--- src/rtl/pipe_generator.sv ---
// pipe_generator: paces pipe wall patterns into the rightmost column, gap rows chosen by an LFSR.
module pipe_generator #(
  parameter int TICK_DIV = 2560,
  parameter int SPACING = 4,
  parameter int PIPE_WIDTH = 1,
  parameter int GAP = 3,
  parameter logic [7:0] SEED = 8'hA5
) (
  input  logic       clock,
  input  logic       reset,
  input  logic       start,
  input  logic       lossDetect,
  output logic [7:0] rightCol,
  output logic       newPipe,
  output logic [7:0] pipeCount
);
  typedef enum logic [1:0] {IDLE, SPACE, PIPE} state_t;
  localparam logic [11:0] TICK_LAST = 12'(TICK_DIV - 1);
  localparam logic [15:0] SPACE_LAST = 16'(SPACING - 1);
  localparam logic [15:0] PIPE_LAST = 16'(PIPE_WIDTH - 1);
  localparam logic [2:0] GAP_MAX = 3'(8 - GAP);
  localparam logic [2:0] GAP_WRAP = 3'(9 - GAP);
  localparam logic [7:0] GAP_MASK = 8'((1 << GAP) - 1);
  state_t state;
  logic [11:0] tick_cnt;
  logic [15:0] col_cnt;
  logic [7:0] lfsr;
  logic [2:0] gap_pos;
  logic [7:0] pattern;
  logic tick;
  assign tick = tick_cnt == TICK_LAST;
  // LFSR values past the last legal gap position fold back to the bottom rows
  assign gap_pos = lfsr[2:0] <= GAP_MAX ? lfsr[2:0] : lfsr[2:0] - GAP_WRAP;
  assign pattern = ~(GAP_MASK << gap_pos);
  always_ff @(posedge clock or posedge reset) begin
    if (reset) begin
      state <= IDLE;
      rightCol <= '0;
      newPipe <= 1'b0;
      pipeCount <= '0;
      tick_cnt <= '0;
      col_cnt <= '0;
      lfsr <= SEED;
    end else if (lossDetect) begin
      state <= IDLE;
      rightCol <= '0;
      newPipe <= 1'b0;
      pipeCount <= '0;
      tick_cnt <= '0;
      col_cnt <= '0;
    end else begin
      newPipe <= 1'b0;
      case (state)
        IDLE: begin
          tick_cnt <= '0;
          col_cnt <= '0;
          rightCol <= '0;
          if (start) state <= SPACE;
        end
        SPACE: begin
          tick_cnt <= tick ? 12'd0 : tick_cnt + 12'd1;
          if (tick) begin
            if (col_cnt == SPACE_LAST) begin
              state <= PIPE;
              col_cnt <= '0;
              rightCol <= pattern;
              newPipe <= 1'b1;
              pipeCount <= pipeCount + 8'd1;
            end else begin
              col_cnt <= col_cnt + 16'd1;
              rightCol <= '0;
            end
          end
        end
        PIPE: begin
          tick_cnt <= tick ? 12'd0 : tick_cnt + 12'd1;
          if (tick) begin
            if (col_cnt == PIPE_LAST) begin
              state <= SPACE;
              col_cnt <= '0;
              rightCol <= '0;
              lfsr <= {lfsr[6:0], lfsr[7] ^ lfsr[5] ^ lfsr[4] ^ lfsr[3]};
            end else begin
              col_cnt <= col_cnt + 16'd1;
            end
          end
        end
        default: state <= IDLE;
      endcase
    end
  end
endmodule

--- config.mk ---
export PLATFORM = sky130hd
export DESIGN_NAME = pipe_generator
export DESIGN_NICKNAME = d
export VERILOG_FILES = /design/src/rtl/pipe_generator.sv
export SDC_FILE = /design/constraint.sdc
export NUM_CORES = 1
export LEC_CHECK = 0
export CORE_MARGIN = 2
export CORE_UTILIZATION = 55
export CTS_BUF_LIST = sky130_fd_sc_hd__clkbuf_4
export DETAILED_ROUTE_END_ITERATION = 8
export PLACE_DENSITY = 0.8
export SYNTH_ARGS = -nofsm -noshare
export SYNTH_HDL_FRONTEND = slang
export SYNTH_SLANG_ARGS = --single-unit
--- constraint.sdc ---
create_clock -name clock -period 2.3 [get_ports clock]
set_input_delay 0.46 -clock clock [delete_from_list [all_inputs] [get_ports clock]]
set_output_delay 0.46 -clock clock [all_outputs]
set_load 0.01 [all_outputs]
# == Word level (Yosys, flattened, before mapping) ==
# Cells that the tools add are included.
# word_totals
regBits,55
inputBits,4
out_inout_bits,17
word_cells,71
# classes
addsub,4
magnitude_cmp,1
n_eq_ne,9
n_shift,1
muxes,31
n_bitwise,5
n_reduce_logical,13
# ops
operator,count
2-to-1 mux 16 bit,5
2-to-1 mux 8 bit,9
case mux 16 bit (3 select lines),1
2-to-1 mux 12 bit,2
case mux 12 bit (2 select lines),1
case mux 8 bit (3 select lines),1
"adder 16 x 1 -> 16 bit, second input constant",1
"equality test 16 x 2 -> 1 bit, second input constant",1
logical NOT 16 bit,1
"inequality test 3 bit, second input constant",5
"adder 12 x 1 -> 12 bit, second input constant",1
"equality test 12 bit, second input constant",1
2-to-1 mux 2 bit,6
"adder 8 x 1 -> 8 bit, second input constant",1
inverter 8 bit,1
AND reduction 4 bit,2
"left shift 3 x 3 -> 8 bit, first input constant",1
case mux 2 bit (3 select lines),1
AND reduction 3 bit,2
nonzero test 2 bit,3
AND reduction 5 bit,1
2-to-1 mux 1 bit,4
nonzero test 4 bit,1
"less-or-equal comparator 3 bit, second input constant",1
9 further kinds,11

# == Longest topological paths before layout ==
# depth
word_depth,8
ltp_mapped,9
ltp_nobuf,7

# == Worst setup path before layout ==
# OpenSTA, ideal clock, no wires.
# synth_timing
path_type,reg2reg
start,reg state[0]
end,reg col_cnt[4]
setup_ns,0.126
arrival_ns,2.189
required_time_ns,2.174
path_slack_ns,-0.015
stages_incl_launch_ff,8
n_path_buf,2
synth_period_minus_slack_ns,2.315
cell_sequence,dfrtp_1 -> ha_1 -> clkbuf_1 -> or2_2 -> a211oi_1 -> clkbuf_1 -> nor3_1 -> a221o_1
# synth_between
elab_chain_len,3
# synth_lines
item,line_no,rtl
start: declaration,24,state_t state;
start signal: assignment,37,state <= IDLE;
start signal: assignment,45,state <= IDLE;
start signal: assignment,58,if (start) state <= SPACE;
equality test 2 x 1 -> 1 bit (tied with other cells),53,case (state)
inequality test 3 bit (no line) (tied with other cells),--,
AND reduction 3 bit (no line) or 2-to-1 mux 16 bit (tied branches),--,
end signal: assignment,70,col_cnt <= col_cnt + 16'd1;
end signal: assignment,84,col_cnt <= col_cnt + 16'd1;
end: declaration,26,logic [15:0] col_cnt;
# Several ways; a longest one is shown, not always the timed one.
# A chain may end at the register's enable or synchronous reset.

# == Worst setup path after layout ==
# layout_timing
start,reg col_cnt[11]
end,reg rightCol[2]
# layout_between
elab_chain_len,5
# layout_lines
item,line_no,rtl
equality test 16 x 2 -> 1 bit,63,if (col_cnt == SPACE_LAST) begin
2-to-1 mux 8 bit,63,
2-to-1 mux 8 bit,62,if (tick) begin
case mux 8 bit (3 select lines),53,
2-to-1 mux 8 bit,44,end else if (lossDetect) begin
end signal: assignment,66,rightCol <= pattern;
end: declaration,13,"output logic [7:0] rightCol,"
# Several ways; a longest one is shown, not always the timed one. The select of a mux whose other input is x is not followed.

==> flow_metrics.env <==
export IMPL_rsz0062_at_grt="yes"
export IMPL_syn_area_um2=3054
export IMPL_routed_wl_um=7806
export IMPL_cts_max_level=2
export IMPL_design_area_um2=3931
export IMPL_gr_usage_all_layers_pct=24.34
export IMPL_final_cell_mix="dfrtp_1, buf_4, nor2_1, o21ai_0, nand2_1"
export IMPL_postPlaceCellArea_um2=3631
export IMPL_seq_area_frac_synth_pct=45.23
export IMPL_hold_class="in2async"
export IMPL_grt_antenna_before_repair=0
export IMPL_critPathBufInv=1
export IMPL_core_area_um2=5439
export IMPL_tightest_slew_ps=466.0
export IMPL_final_min_clock_period_ps=2379
export IMPL_utilization_pct=72.28
export IMPL_route_detailed_drc=0
export IMPL_ys_warn_count=0
export IMPL_syn_nets=324
export IMPL_ir_worst_vdd_mv=0.4876
export IMPL_cp_data_required_time_ps=2590
export IMPL_cp_data_arrival_time_ps=2670
export IMPL_dr_pass1_iters=5
export IMPL_grt_pass1_wl_um=11930
export IMPL_grt_pass1_vias=2565
export IMPL_min_period_over_period_pct=103.4
export IMPL_crit_top_cell="nor2_4"
export IMPL_drt_iter0_markers=278
export IMPL_max_cap_violations=0
export IMPL_grt_max_degree=56
export IMPL_numClockSinks=55
export IMPL_viasPerCell=6.126
export IMPL_fin_nets=395
export IMPL_path_max_fanout=6
export IMPL_setup_viol=15
export IMPL_synthCells=310
export IMPL_cp_end_kind="flip-flop"
export IMPL_dp_hpwl_um=4976
export IMPL_ant_nets=0
export IMPL_synth_compound_gate_area_share_pct=18.56
export IMPL_synth_simple_area_share_pct=22.12
export IMPL_path_class="reg2reg"
export IMPL_clock_latency_ps=400
export IMPL_worst_setup_path_start_kind="flip-flop"
export IMPL_cts_tree="built"
export IMPL_cp_top_family="simple AND/OR/NAND/NOR gates"
export IMPL_cts_buffer_depth=2
export IMPL_place_congestion=0.8955
export IMPL_port_buffer_count=20
export IMPL_synth_edf_count=0
export IMPL_synth_xor_area_share_pct=2.868
export IMPL_numCtsBuffers=5
export IMPL_async_flop_share_pct=100.0
export IMPL_p_leak_nw=1.824
export IMPL_hold_viol_final=0
export IMPL_rows=27
export IMPL_diodes=0
export IMPL_rrSetupSlack_ps=-80
export IMPL_synth_top_family_by_area="simple AND/OR/NAND/NOR gates"
export IMPL_initial_core_util_pct=56.15
export IMPL_synth_main_ff_cell="dfrtp_1"
export IMPL_synthMuxAreaShare_pct=4.752
export IMPL_cpPeakStageDelay_ps=620
export IMPL_chipHeight_um=78.52
export IMPL_synthAdderAreaFrac_pct=4.097
export IMPL_die_w_um=78.52
export IMPL_hold_buffers=0
export IMPL_max_freq_ghz=0.4204
export IMPL_crit_path_cell_trace="or4_4 -> o41ai_4 -> buf_4 -> nor2_4 -> nor2_4 -> mux2_4"
export IMPL_violations="setup timing"
export IMPL_rr_worst_depth=6
export IMPL_clk_transition_reported_paths_ps=180
export IMPL_io_pins=21
export IMPL_final_max_slew_viol_count=0
export IMPL_num_vias=2781
export IMPL_dp_cells=434
export IMPL_outcome="complete, but fails checks"
export IMPL_wire_per_inst_um=17.19
export IMPL_layoutNonFillerInstCount=454
export IMPL_r2r_end="rightCol[2]"
export IMPL_power_density_nw_per_um2=532.0
export IMPL_slowest_stage="or4_4"
export IMPL_final_common_cell="dfrtp_1"
export IMPL_root_buffer="clkbuf_4"
export IMPL_dieArea_um2=6165
export IMPL_reg2reg_from="col_cnt[11]"
export IMPL_fin_skew_ps=16.13
export IMPL_area_delta_synth_final_pct=28.72
export IMPL_overflow=0
export IMPL_cp_startpoint="col_cnt[11]"
export IMPL_slew_headroom_pct=68.53
export IMPL_synth_avg_cell_area_um2=9.852
export IMPL_setup_ws_ps=-78.51
export IMPL_ys_ff_latch=55
export IMPL_final_layout_size_suffix_gt1_share_pct=26.96
export IMPL_synth_cell_type_count=50
per-layer routing:
metal	global-route usage, %	vias up	share of wire [%]
met5	0	-	0
met4	8.421	0	3.0
met3	3.908	34	5.2
met2	41.45	111	51
met1	31.52	1350	41
li1	-	1286	-
power by group:
part | internal (mW) | total, mW | switching (mW)
sequential | 0.980 | 0.993 | 0.0122
clock | 0.230 | 0.562 | 0.332
combinational | 0.219 | 0.537 | 0.319
layout make-up:
| type | instances | area (um^2) |
|---|---|---|
| multi-input combinational | 237 | 1735 |
| clock inverter | 3 | 42.54 |
| sequential | 55 | 1381 |
| clock buffer | 5 | 37.54 |
| inverter | 11 | 41.29 |
| tap | 72 | 90.09 |
| fill | 350 | 1508 |
| timing repair buffer | 71 | 603.1 |
worst min-delay path, stage by stage:
cell,delay (ps)
clkdlybuf4s50_1,420
inv_2,70
buf_12,270
flip-flops by register name, indices dropped and copies added, names as in the netlist:
| signal | count |
|---|---|
| tick_cnt | 12 |
| pipeCount | 8 |
| state | 2 |
| lfsr | 8 |
| rightCol | 8 |
| col_cnt | 16 |
| newPipe | 1 |
worst max-delay path by stage:
stage                        endpoint  slack, ps  depth (start not counted)
after CTS                 rightCol[3]        -20                          5
final                     rightCol[2]        -80                          6
after detailed placement  rightCol[3]        -60                          7
after floorplan           rightCol[0]         40                          5
after global routing         state[0]       -130                          6
after global placement    rightCol[7]          3                          5
Yosys cell counts, drive strengths merged (2+ instances only):
| cell type | count | share of area (%) |
|---|---|---|
| xnor2 | 3 | 0.86 |
| nand3 | 15 | 2.6 |
| clkbuf | 7 | 0.86 |
| o41ai | 7 | 2.9 |
| nand2b | 2 | 0.41 |
| nor4 | 4 | 1.8 |
| o21ai | 28 | 4.6 |
| and3 | 4 | 0.82 |
| o31ai | 4 | 0.98 |
| a211oi | 2 | 0.49 |
| nor2 | 35 | 4.5 |
| or2 | 3 | 0.61 |
| a22o | 10 | 2.9 |
| nand2 | 23 | 2.8 |
| nand4 | 7 | 1.4 |
| or4 | 8 | 2.3 |
| inv | 11 | 1.4 |
| dfstp | 4 | 3.4 |
| mux2 | 12 | 4.4 |
| nor2b | 3 | 0.61 |
| a21oi | 11 | 1.8 |
| a21o | 10 | 2.5 |
| nor3 | 5 | 0.82 |
| xor2 | 7 | 2.0 |
| or3b | 3 | 0.86 |
| ha | 10 | 4.1 |
| o21a | 2 | 0.49 |
| or3 | 6 | 1.2 |
| dfrtp | 51 | 42 |
timing repair:
item | CTS | global route
setup endpoints to repair | 12 | 27
gates resized for setup | 7 | 24
pin swaps | 6 | 9
endpoints found under the hold margin | 0 | 0
buffers inserted | 6 | 4
cloned | 1 | 1
per-stage QoR:
stage	setup TNS, ps	worst slack, ps	total power [mW]	hold slack, ps
2_1_floorplan	0	37.93	1.287	465.3
3_3_place_gp	0	3.224	1.432	482.7
3_5_place_dp	-348.0	-60.41	1.451	498.6
4_1_cts	-75.81	-19.25	2.024	439.9
5_1_grt	-1792	-126.3	2.170	438.2
6_report	-767.8	-78.51	2.091	414.1
cells by family after synthesis:
logic type	Yosys count
and+or+nand+nor	122
xor gates and xnor gates	10
buffers and inverters	19
AOI/OAI and AO/OA	81
muxes	13
DFF	55
adders and majority gates	10
No activity file was read; power rests on OpenSTA's default activity.
